--- config.mk ---
export PLATFORM = sky130hd
export DESIGN_NAME = mem_rw_ctrl_flat
export DESIGN_NICKNAME = d
export VERILOG_FILES = /design/src/rtl/mem_rw_ctrl_pkg.sv /design/src/rtl/mem_rw_ctrl_if.sv /design/src/rtl/mem_rw_ctrl_rsp_fifo.sv /design/src/rtl/mem_rw_ctrl.sv /design/src/flat_wrapper.sv
export SDC_FILE = /design/constraint.sdc
export NUM_CORES = 1
export LEC_CHECK = 0
export ABC_AREA = 1
export BUFFER_PORTS_ARGS = -buffer_cell sky130_fd_sc_hd__buf_2
export CORE_AREA = 3 3 190 239
export DETAILED_ROUTE_END_ITERATION = 10
export DIE_AREA = 0 0 193 242
export HOLD_SLACK_MARGIN = 0.15
export SLEW_MARGIN = 5
export SYNTH_ARGS = -nofsm -noshare
export SYNTH_HDL_FRONTEND = slang
export SYNTH_HIERARCHICAL = 1
export SYNTH_SLANG_ARGS = --single-unit
--- constraint.sdc ---
create_clock -name clk -period 3.6 [get_ports clk]
set_clock_uncertainty 0.15 [all_clocks]
set_input_delay 0.36 -clock clk [delete_from_list [all_inputs] [get_ports clk]]
set_output_delay 0.36 -clock clk [all_outputs]
set_load 0.1 [all_outputs]
--- src/rtl/mem_rw_ctrl_pkg.sv ---
`default_nettype none
// +--------------------------------------------------------------------------+
// | mem_pkg                                                                  |
// | Shared defaults, operation encoding and sizing helper for mem_rw_ctrl.   |
// | Rev 1.0                                                                  |
// +--------------------------------------------------------------------------+
package mem_pkg;

  localparam int DEF_DATA_W = 8;
  localparam int DEF_ADDR_W = 5;
  localparam int MAX_RD_LAT = 4;

  typedef enum logic {
    MEM_RD = 1'b0,
    MEM_WR = 1'b1
  } mem_op_e;

  // Response FIFO depth doubles as the read-credit limit.
  function automatic int rsp_depth(input int rd_lat);
    return rd_lat + 2;
  endfunction

endpackage
`default_nettype wire

--- src/rtl/mem_rw_ctrl_if.sv ---
`default_nettype none
// +--------------------------------------------------------------------------+
// | mem_rw_ctrl_if                                                           |
// | Request (valid/ready) and response (valid/ready) channels of the memory. |
// | Rev 1.0                                                                  |
// +--------------------------------------------------------------------------+
interface mem_rw_ctrl_if
  import mem_pkg::*;
#(
  parameter int DATA_W = DEF_DATA_W,
  parameter int ADDR_W = DEF_ADDR_W
);

  logic              req_valid;
  logic              req_ready;
  logic              req_write;
  logic [ADDR_W-1:0] req_addr;
  logic [DATA_W-1:0] req_wdata;
  logic              rsp_valid;
  logic              rsp_ready;
  logic [DATA_W-1:0] rsp_data;
  logic              rsp_err;

  modport master (
    output req_valid, req_write, req_addr, req_wdata, rsp_ready,
    input  req_ready, rsp_valid, rsp_data, rsp_err
  );

  modport slave (
    input  req_valid, req_write, req_addr, req_wdata, rsp_ready,
    output req_ready, rsp_valid, rsp_data, rsp_err
  );

endinterface
`default_nettype wire

--- src/rtl/mem_rw_ctrl_rsp_fifo.sv ---
`default_nettype none
// +--------------------------------------------------------------------------+
// | mem_rsp_fifo                                                             |
// | Small circular response FIFO; head is stable until popped.               |
// | Rev 1.0                                                                  |
// +--------------------------------------------------------------------------+
module mem_rsp_fifo #(
  parameter int WIDTH = 9,
  parameter int DEPTH = 3
) (
  input  wire logic             clk,
  input  wire logic             rst_,
  input  wire logic             i_push,
  input  wire logic [WIDTH-1:0] i_data,
  input  wire logic             i_pop,
  output logic      [WIDTH-1:0] o_head,
  output logic                  o_full,
  output logic                  o_empty
);

  localparam int PTR_W = (DEPTH > 1) ? $clog2(DEPTH) : 1;
  localparam int CNT_W = $clog2(DEPTH + 1);
  localparam logic [PTR_W-1:0] c_last_ptr = PTR_W'(DEPTH - 1);
  localparam logic [CNT_W-1:0] c_depth    = CNT_W'(DEPTH);

  logic [WIDTH-1:0] r_store [DEPTH];
  logic [PTR_W-1:0] r_wr_ptr;
  logic [PTR_W-1:0] r_rd_ptr;
  logic [CNT_W-1:0] r_count;
  logic [PTR_W-1:0] w_wr_ptr_nxt;
  logic [PTR_W-1:0] w_rd_ptr_nxt;

  // Depth need not be a power of two, so pointers wrap explicitly.
  assign w_wr_ptr_nxt = (r_wr_ptr == c_last_ptr) ? '0 : r_wr_ptr + 1'b1;
  assign w_rd_ptr_nxt = (r_rd_ptr == c_last_ptr) ? '0 : r_rd_ptr + 1'b1;

  assign o_full  = (r_count == c_depth);
  assign o_empty = (r_count == '0);
  assign o_head  = r_store[r_rd_ptr];

  always_ff @(posedge clk) begin
    if (!rst_) begin
      r_wr_ptr <= '0;
      r_rd_ptr <= '0;
      r_count  <= '0;
    end else begin
      if (i_push) r_wr_ptr <= w_wr_ptr_nxt;
      if (i_pop)  r_rd_ptr <= w_rd_ptr_nxt;
      if (i_push && !i_pop)      r_count <= r_count + 1'b1;
      else if (!i_push && i_pop) r_count <= r_count - 1'b1;
    end
  end

  always_ff @(posedge clk) begin
    if (i_push) r_store[r_wr_ptr] <= i_data;
  end

  always_ff @(posedge clk) begin
    if (rst_) begin
      a_no_overflow:  assert (!(i_push && o_full));
      a_no_underflow: assert (!(i_pop && o_empty));
    end
  end

endmodule
`default_nettype wire

--- src/rtl/mem_rw_ctrl.sv ---
`default_nettype none
// +--------------------------------------------------------------------------+
// | mem_rw_ctrl                                                              |
// | Single-port memory with credit-limited reads and an in-order response    |
// | FIFO; reads of never-written words return zero with an error flag.      |
// | Rev 1.0                                                                  |
// +--------------------------------------------------------------------------+
module mem_rw_ctrl
  import mem_pkg::*;
#(
  parameter int DATA_W = DEF_DATA_W,
  parameter int ADDR_W = DEF_ADDR_W,
  parameter int RD_LAT = 1
) (
  input  wire logic     clk,
  input  wire logic     rst_,
  mem_rw_ctrl_if.slave  mem_if
);

  localparam int RSP_DEPTH = rsp_depth(RD_LAT);
  localparam int WORDS     = 2 ** ADDR_W;
  localparam int ENTRY_W   = DATA_W + 1;
  localparam int OUT_W     = $clog2(RSP_DEPTH + 1);
  localparam logic [OUT_W-1:0] c_rsp_depth = OUT_W'(RSP_DEPTH);

  generate
    if (RD_LAT < 1 || RD_LAT > MAX_RD_LAT) begin : g_bad_rd_lat
      $fatal(1, "mem_rw_ctrl: RD_LAT must lie within 1..4");
    end
  endgenerate

  logic [DATA_W-1:0]  r_mem [WORDS];
  logic [WORDS-1:0]   r_written;
  logic [OUT_W-1:0]   r_outstanding;

  mem_op_e            w_op;
  logic               w_req_fire;
  logic               w_wr_fire;
  logic               w_rd_fire;
  logic               w_rsp_fire;
  logic [ENTRY_W-1:0] w_rd_entry;
  logic               w_push;
  logic [ENTRY_W-1:0] w_push_entry;
  logic [ENTRY_W-1:0] w_head;
  logic               w_full;
  logic               w_empty;

  assign w_op             = mem_op_e'(mem_if.req_write);
  assign mem_if.req_ready = (r_outstanding < c_rsp_depth);
  assign w_req_fire       = mem_if.req_valid && mem_if.req_ready;
  assign w_wr_fire        = w_req_fire && (w_op == MEM_WR);
  assign w_rd_fire        = w_req_fire && (w_op == MEM_RD);
  assign w_rsp_fire       = mem_if.rsp_valid && mem_if.rsp_ready;

  // Entry layout is {err, data}; unwritten words read as zero with err set.
  always_comb begin
    w_rd_entry = {1'b1, {DATA_W{1'b0}}};
    if (r_written[mem_if.req_addr]) begin
      w_rd_entry = {1'b0, r_mem[mem_if.req_addr]};
    end
  end

  always_ff @(posedge clk) begin
    if (rst_ && w_wr_fire) r_mem[mem_if.req_addr] <= mem_if.req_wdata;
  end

  always_ff @(posedge clk) begin
    if (!rst_)          r_written <= '0;
    else if (w_wr_fire) r_written[mem_if.req_addr] <= 1'b1;
  end

  always_ff @(posedge clk) begin
    if (!rst_)                        r_outstanding <= '0;
    else if (w_rd_fire && !w_rsp_fire) r_outstanding <= r_outstanding + 1'b1;
    else if (!w_rd_fire && w_rsp_fire) r_outstanding <= r_outstanding - 1'b1;
  end

  // The FIFO write is the last latency stage, so RD_LAT-1 register stages precede it.
  generate
    if (RD_LAT <= 1) begin : g_direct
      assign w_push       = w_rd_fire;
      assign w_push_entry = w_rd_entry;
    end else begin : g_pipe
      localparam int STAGES = RD_LAT - 1;
      logic [STAGES-1:0]  r_vld;
      logic [ENTRY_W-1:0] r_ent [STAGES];

      always_ff @(posedge clk) begin
        if (!rst_) begin
          r_vld <= '0;
        end else begin
          r_vld[0] <= w_rd_fire;
          for (int s = 1; s < STAGES; s++) r_vld[s] <= r_vld[s-1];
        end
      end

      always_ff @(posedge clk) begin
        r_ent[0] <= w_rd_entry;
        for (int s = 1; s < STAGES; s++) r_ent[s] <= r_ent[s-1];
      end

      assign w_push       = r_vld[STAGES-1];
      assign w_push_entry = r_ent[STAGES-1];
    end
  endgenerate

  mem_rsp_fifo #(
    .WIDTH (ENTRY_W),
    .DEPTH (RSP_DEPTH)
  ) u_rsp_fifo (
    .clk     (clk),
    .rst_    (rst_),
    .i_push  (w_push),
    .i_data  (w_push_entry),
    .i_pop   (w_rsp_fire),
    .o_head  (w_head),
    .o_full  (w_full),
    .o_empty (w_empty)
  );

  assign mem_if.rsp_valid = !w_empty;
  assign mem_if.rsp_data  = w_empty ? '0 : w_head[DATA_W-1:0];
  assign mem_if.rsp_err   = !w_empty && w_head[ENTRY_W-1];

  // A full FIFO means every credit is held by a queued response.
  always_ff @(posedge clk) begin
    if (rst_) begin
      a_credit_match: assert (!w_full || (r_outstanding == c_rsp_depth));
    end
  end

endmodule
`default_nettype wire

--- src/flat_wrapper.sv ---
// flat-port wrapper written by rule: the top's interface ports become plain ports
module mem_rw_ctrl_flat import mem_pkg::*;
#(
  parameter int DATA_W = DEF_DATA_W,
  parameter int ADDR_W = DEF_ADDR_W,
  parameter int RD_LAT = 1
)
  (clk, rst_, mem_if_req_valid, mem_if_req_write, mem_if_req_addr, mem_if_req_wdata, mem_if_rsp_ready, mem_if_req_ready, mem_if_rsp_valid, mem_if_rsp_data, mem_if_rsp_err);
  mem_rw_ctrl_if #(.DATA_W(DATA_W), .ADDR_W(ADDR_W)) mem_if_i ();
  input  wire logic clk;
  input  wire logic rst_;
  input wire logic [$bits(mem_if_i.req_valid)-1:0] mem_if_req_valid;
  input wire logic [$bits(mem_if_i.req_write)-1:0] mem_if_req_write;
  input wire logic [$bits(mem_if_i.req_addr)-1:0] mem_if_req_addr;
  input wire logic [$bits(mem_if_i.req_wdata)-1:0] mem_if_req_wdata;
  input wire logic [$bits(mem_if_i.rsp_ready)-1:0] mem_if_rsp_ready;
  output wire logic [$bits(mem_if_i.req_ready)-1:0] mem_if_req_ready;
  output wire logic [$bits(mem_if_i.rsp_valid)-1:0] mem_if_rsp_valid;
  output wire logic [$bits(mem_if_i.rsp_data)-1:0] mem_if_rsp_data;
  output wire logic [$bits(mem_if_i.rsp_err)-1:0] mem_if_rsp_err;
  assign mem_if_i.req_valid = mem_if_req_valid;
  assign mem_if_i.req_write = mem_if_req_write;
  assign mem_if_i.req_addr = mem_if_req_addr;
  assign mem_if_i.req_wdata = mem_if_req_wdata;
  assign mem_if_i.rsp_ready = mem_if_rsp_ready;
  assign mem_if_req_ready = mem_if_i.req_ready;
  assign mem_if_rsp_valid = mem_if_i.rsp_valid;
  assign mem_if_rsp_data = mem_if_i.rsp_data;
  assign mem_if_rsp_err = mem_if_i.rsp_err;
  mem_rw_ctrl #(.DATA_W(DATA_W), .ADDR_W(ADDR_W), .RD_LAT(RD_LAT)) u_core (.clk(clk), .rst_(rst_), .mem_if(mem_if_i));
endmodule
==> results.md <==
* Outcome: finished, final reports clean
* Final Instance Count excl. Fillers at 2,020
* ANT nets after route at 0
* Vias at 9,269
* Clock power share at around 40%
* Setup slack at placement at about 0.80 ns
* RSZ-0062 raised after global routing: false
* Gate Count Post-Synth at ~1,400
* Root buf cell: clkbuf_16
* CP Launch Type: flip-flop
* Total setup buffers inserted after CTS at 0
* Placed insts at between 1,500 and 2,000
* Vias in the first global route at 9,016
* Switching part of the total at ~25%
* Crit Path Class: flip-flop to primary output
* Ratio of cells with drive above 1 in the final layout at 8.38%
* Post-Layout Inst Area at 15,500 um2
* WP data arrival at 2.11 ns
* Pin count of the biggest net entering global routing at roughly 130
* 1st-iter DRT viols at about 770
* Commonest non-fill, non-tap cells in the layout: nand2_1, edfxtp_1, nor2_1, inv_1, dfxtp_1
* PwrDens at roughly 520 nW/um2
* Logic pwr share at under 10%
* Relative slew margins at between 40% and 50%
* # DRC at 0
* Busiest grt layer: met2
* Final setup margin at between 0.9 and 1 ns
* DRT Pass-1 Iters at 5
* Highest-delay cell along the critical path: dfxtp_1
* Hold Worst Slack at 0.183 ns
* Most common cell after layout, fill and taps aside: nand2_1
* Total power at about 8 mW
* First-pass GRT wire length at approximately 51,000 um
* Reg clk slew, reported paths at around 0.060 ns
* CTS tree: done
* Final Hold Fails at 0
* Die H at 242 um
* DP Wirelength at 20,300 um
* Post-CTS resize count at 0
* Pint at between 6 and 7 mW
* Total wire length at ~33,000 um
* GRT met2 Usage at 24.1%
* Syn. warnings at 6
* Mean Syn Cell Area at approximately 9.8 um2
* GP Congestion at about 0.83
* Area of the core at ~43,000 um2
* Fmax at ~380 MHz
* CTS sink count at 325
* DR vias/cell at around 4.6
* CTS buffer count at 31
* Post-CTS Hold Buffers at 3
* Setup Viol. Count Final at 0
* Initial antenna violation count at 0
* M1 GR Usage at 18.1%
* I/O Buffers at 28
* Number of diodes at 0
* Crit-path cells: inv_2, nand2_1, a21oi_1, inv_1, nor2_1, buf_2
* Die Width at between 150 and 200 um
* Worst vdd ir at ~0.00036 V
* Part of the power in registers at 51.1%
* Fillers at approximately 4,400
* Crit end category: primary output
* Worst EP required at approximately 3.1 ns
* Final TNS setup at 0 ns
* GR Overflow Total at 0
* I/O pins at 29
* Final period util at ~73%
* GRT Total Usage at roughly 14%
* Starting Density at roughly a third
* Final number of max-transition violations at 0
* Fin crit period at 2.62 ns
* Slowest cell delay on critical path at approximately 0.43 ns
* P_leak at approximately 6.4 nW
* Rows at 85
* Crit-path max FO at 10
* Multi-input logic area at between 3000 and 4000 um2
* Syn Nets at 1,429
* Final nets at about 1,500
* Type of the worst min-delay path: primary input to flip-flop
* Worst slew pin tran at approximately 0.89 ns
* Worst skew pair latency at ~0.57 ns
* Post-Route Utilization at a little over a third
* Wire per inst at 16.2 um
* Die area at between 40,000 and 50,000 um2
* Synth-to-Final Area Change at 12.1%
* Longest Clk Path Bufs at 3
* FF+latch area at ~9300 um2
* Post-placement cell area at roughly 14,000 um2
* H-tree levels at 1
* Syn Std Cell Area at between 10,000 and 15,000 um2
* Met3 usage at approximately 1.5%
* Net Sw Power at 2.00 mW
* Max Cap Viol at 0
==> cell type report <==
cell class,count,share of cell area [%]
clock buffers,40,5.36
well taps,565,4.56
flip-flops and latches,325,60.3
clock inverters,17,1.16
multi-input cells,964,25.0
inverters,59,1.48
repair buffers,50,2.12
==> power by group through the flow <==
stage	Clock (mW)	Combinational (mW)	Sequential, mW
6_report	3.24	0.730	4.14
5_1_grt	3.47	0.804	4.14
4_1_cts	3.31	0.741	4.14
3_5_place_dp	0	0.736	4.22
3_3_place_gp	0	0.731	4.22
2_1_floorplan	0	0.543	4.21
==> worst max-delay path: cells and delay by family, from the launching register on <==
family          cells  cell delay (ns)
compound gates      1             0.24
simple gates        2             0.16
buf+inv             3             0.72
flops               1             0.43
==> metal layers <==
layer | part of all wire (%) | vias to the layer above
met5 | 0 | -
met4 | 3.0 | 0
met3 | 4.4 | 61
met2 | 50 | 215
met1 | 43 | 4415
li1 | - | 4578
==> flip-flops by register name (all words and copies together) (netlist names), named ones only <==
register                    count
u_core/u_rsp_fifo/r_count       2
u_core/r_mem                  256
u_core/r_written               32
u_core/u_rsp_fifo/r_store      27
u_core/u_rsp_fifo/r_rd_ptr      2
u_core/u_rsp_fifo/r_wr_ptr      2
u_core/r_outstanding            2
==> final timing paths <==
kind,startpoint,endpoint,slack (ns),depth (start not counted)
max,flip-flop,mem_if_rsp_data[4],0.98,6
min,rst_,u_core/u_rsp_fifo/r_count[1],0.18,4
max reg2reg,u_core/r_outstanding[0],u_core/r_mem[20][5],1.24,6
min reg2reg,u_core/r_written[2],u_core/r_written[2],0.30,2
No activity file was read; power rests on OpenSTA's default activity.
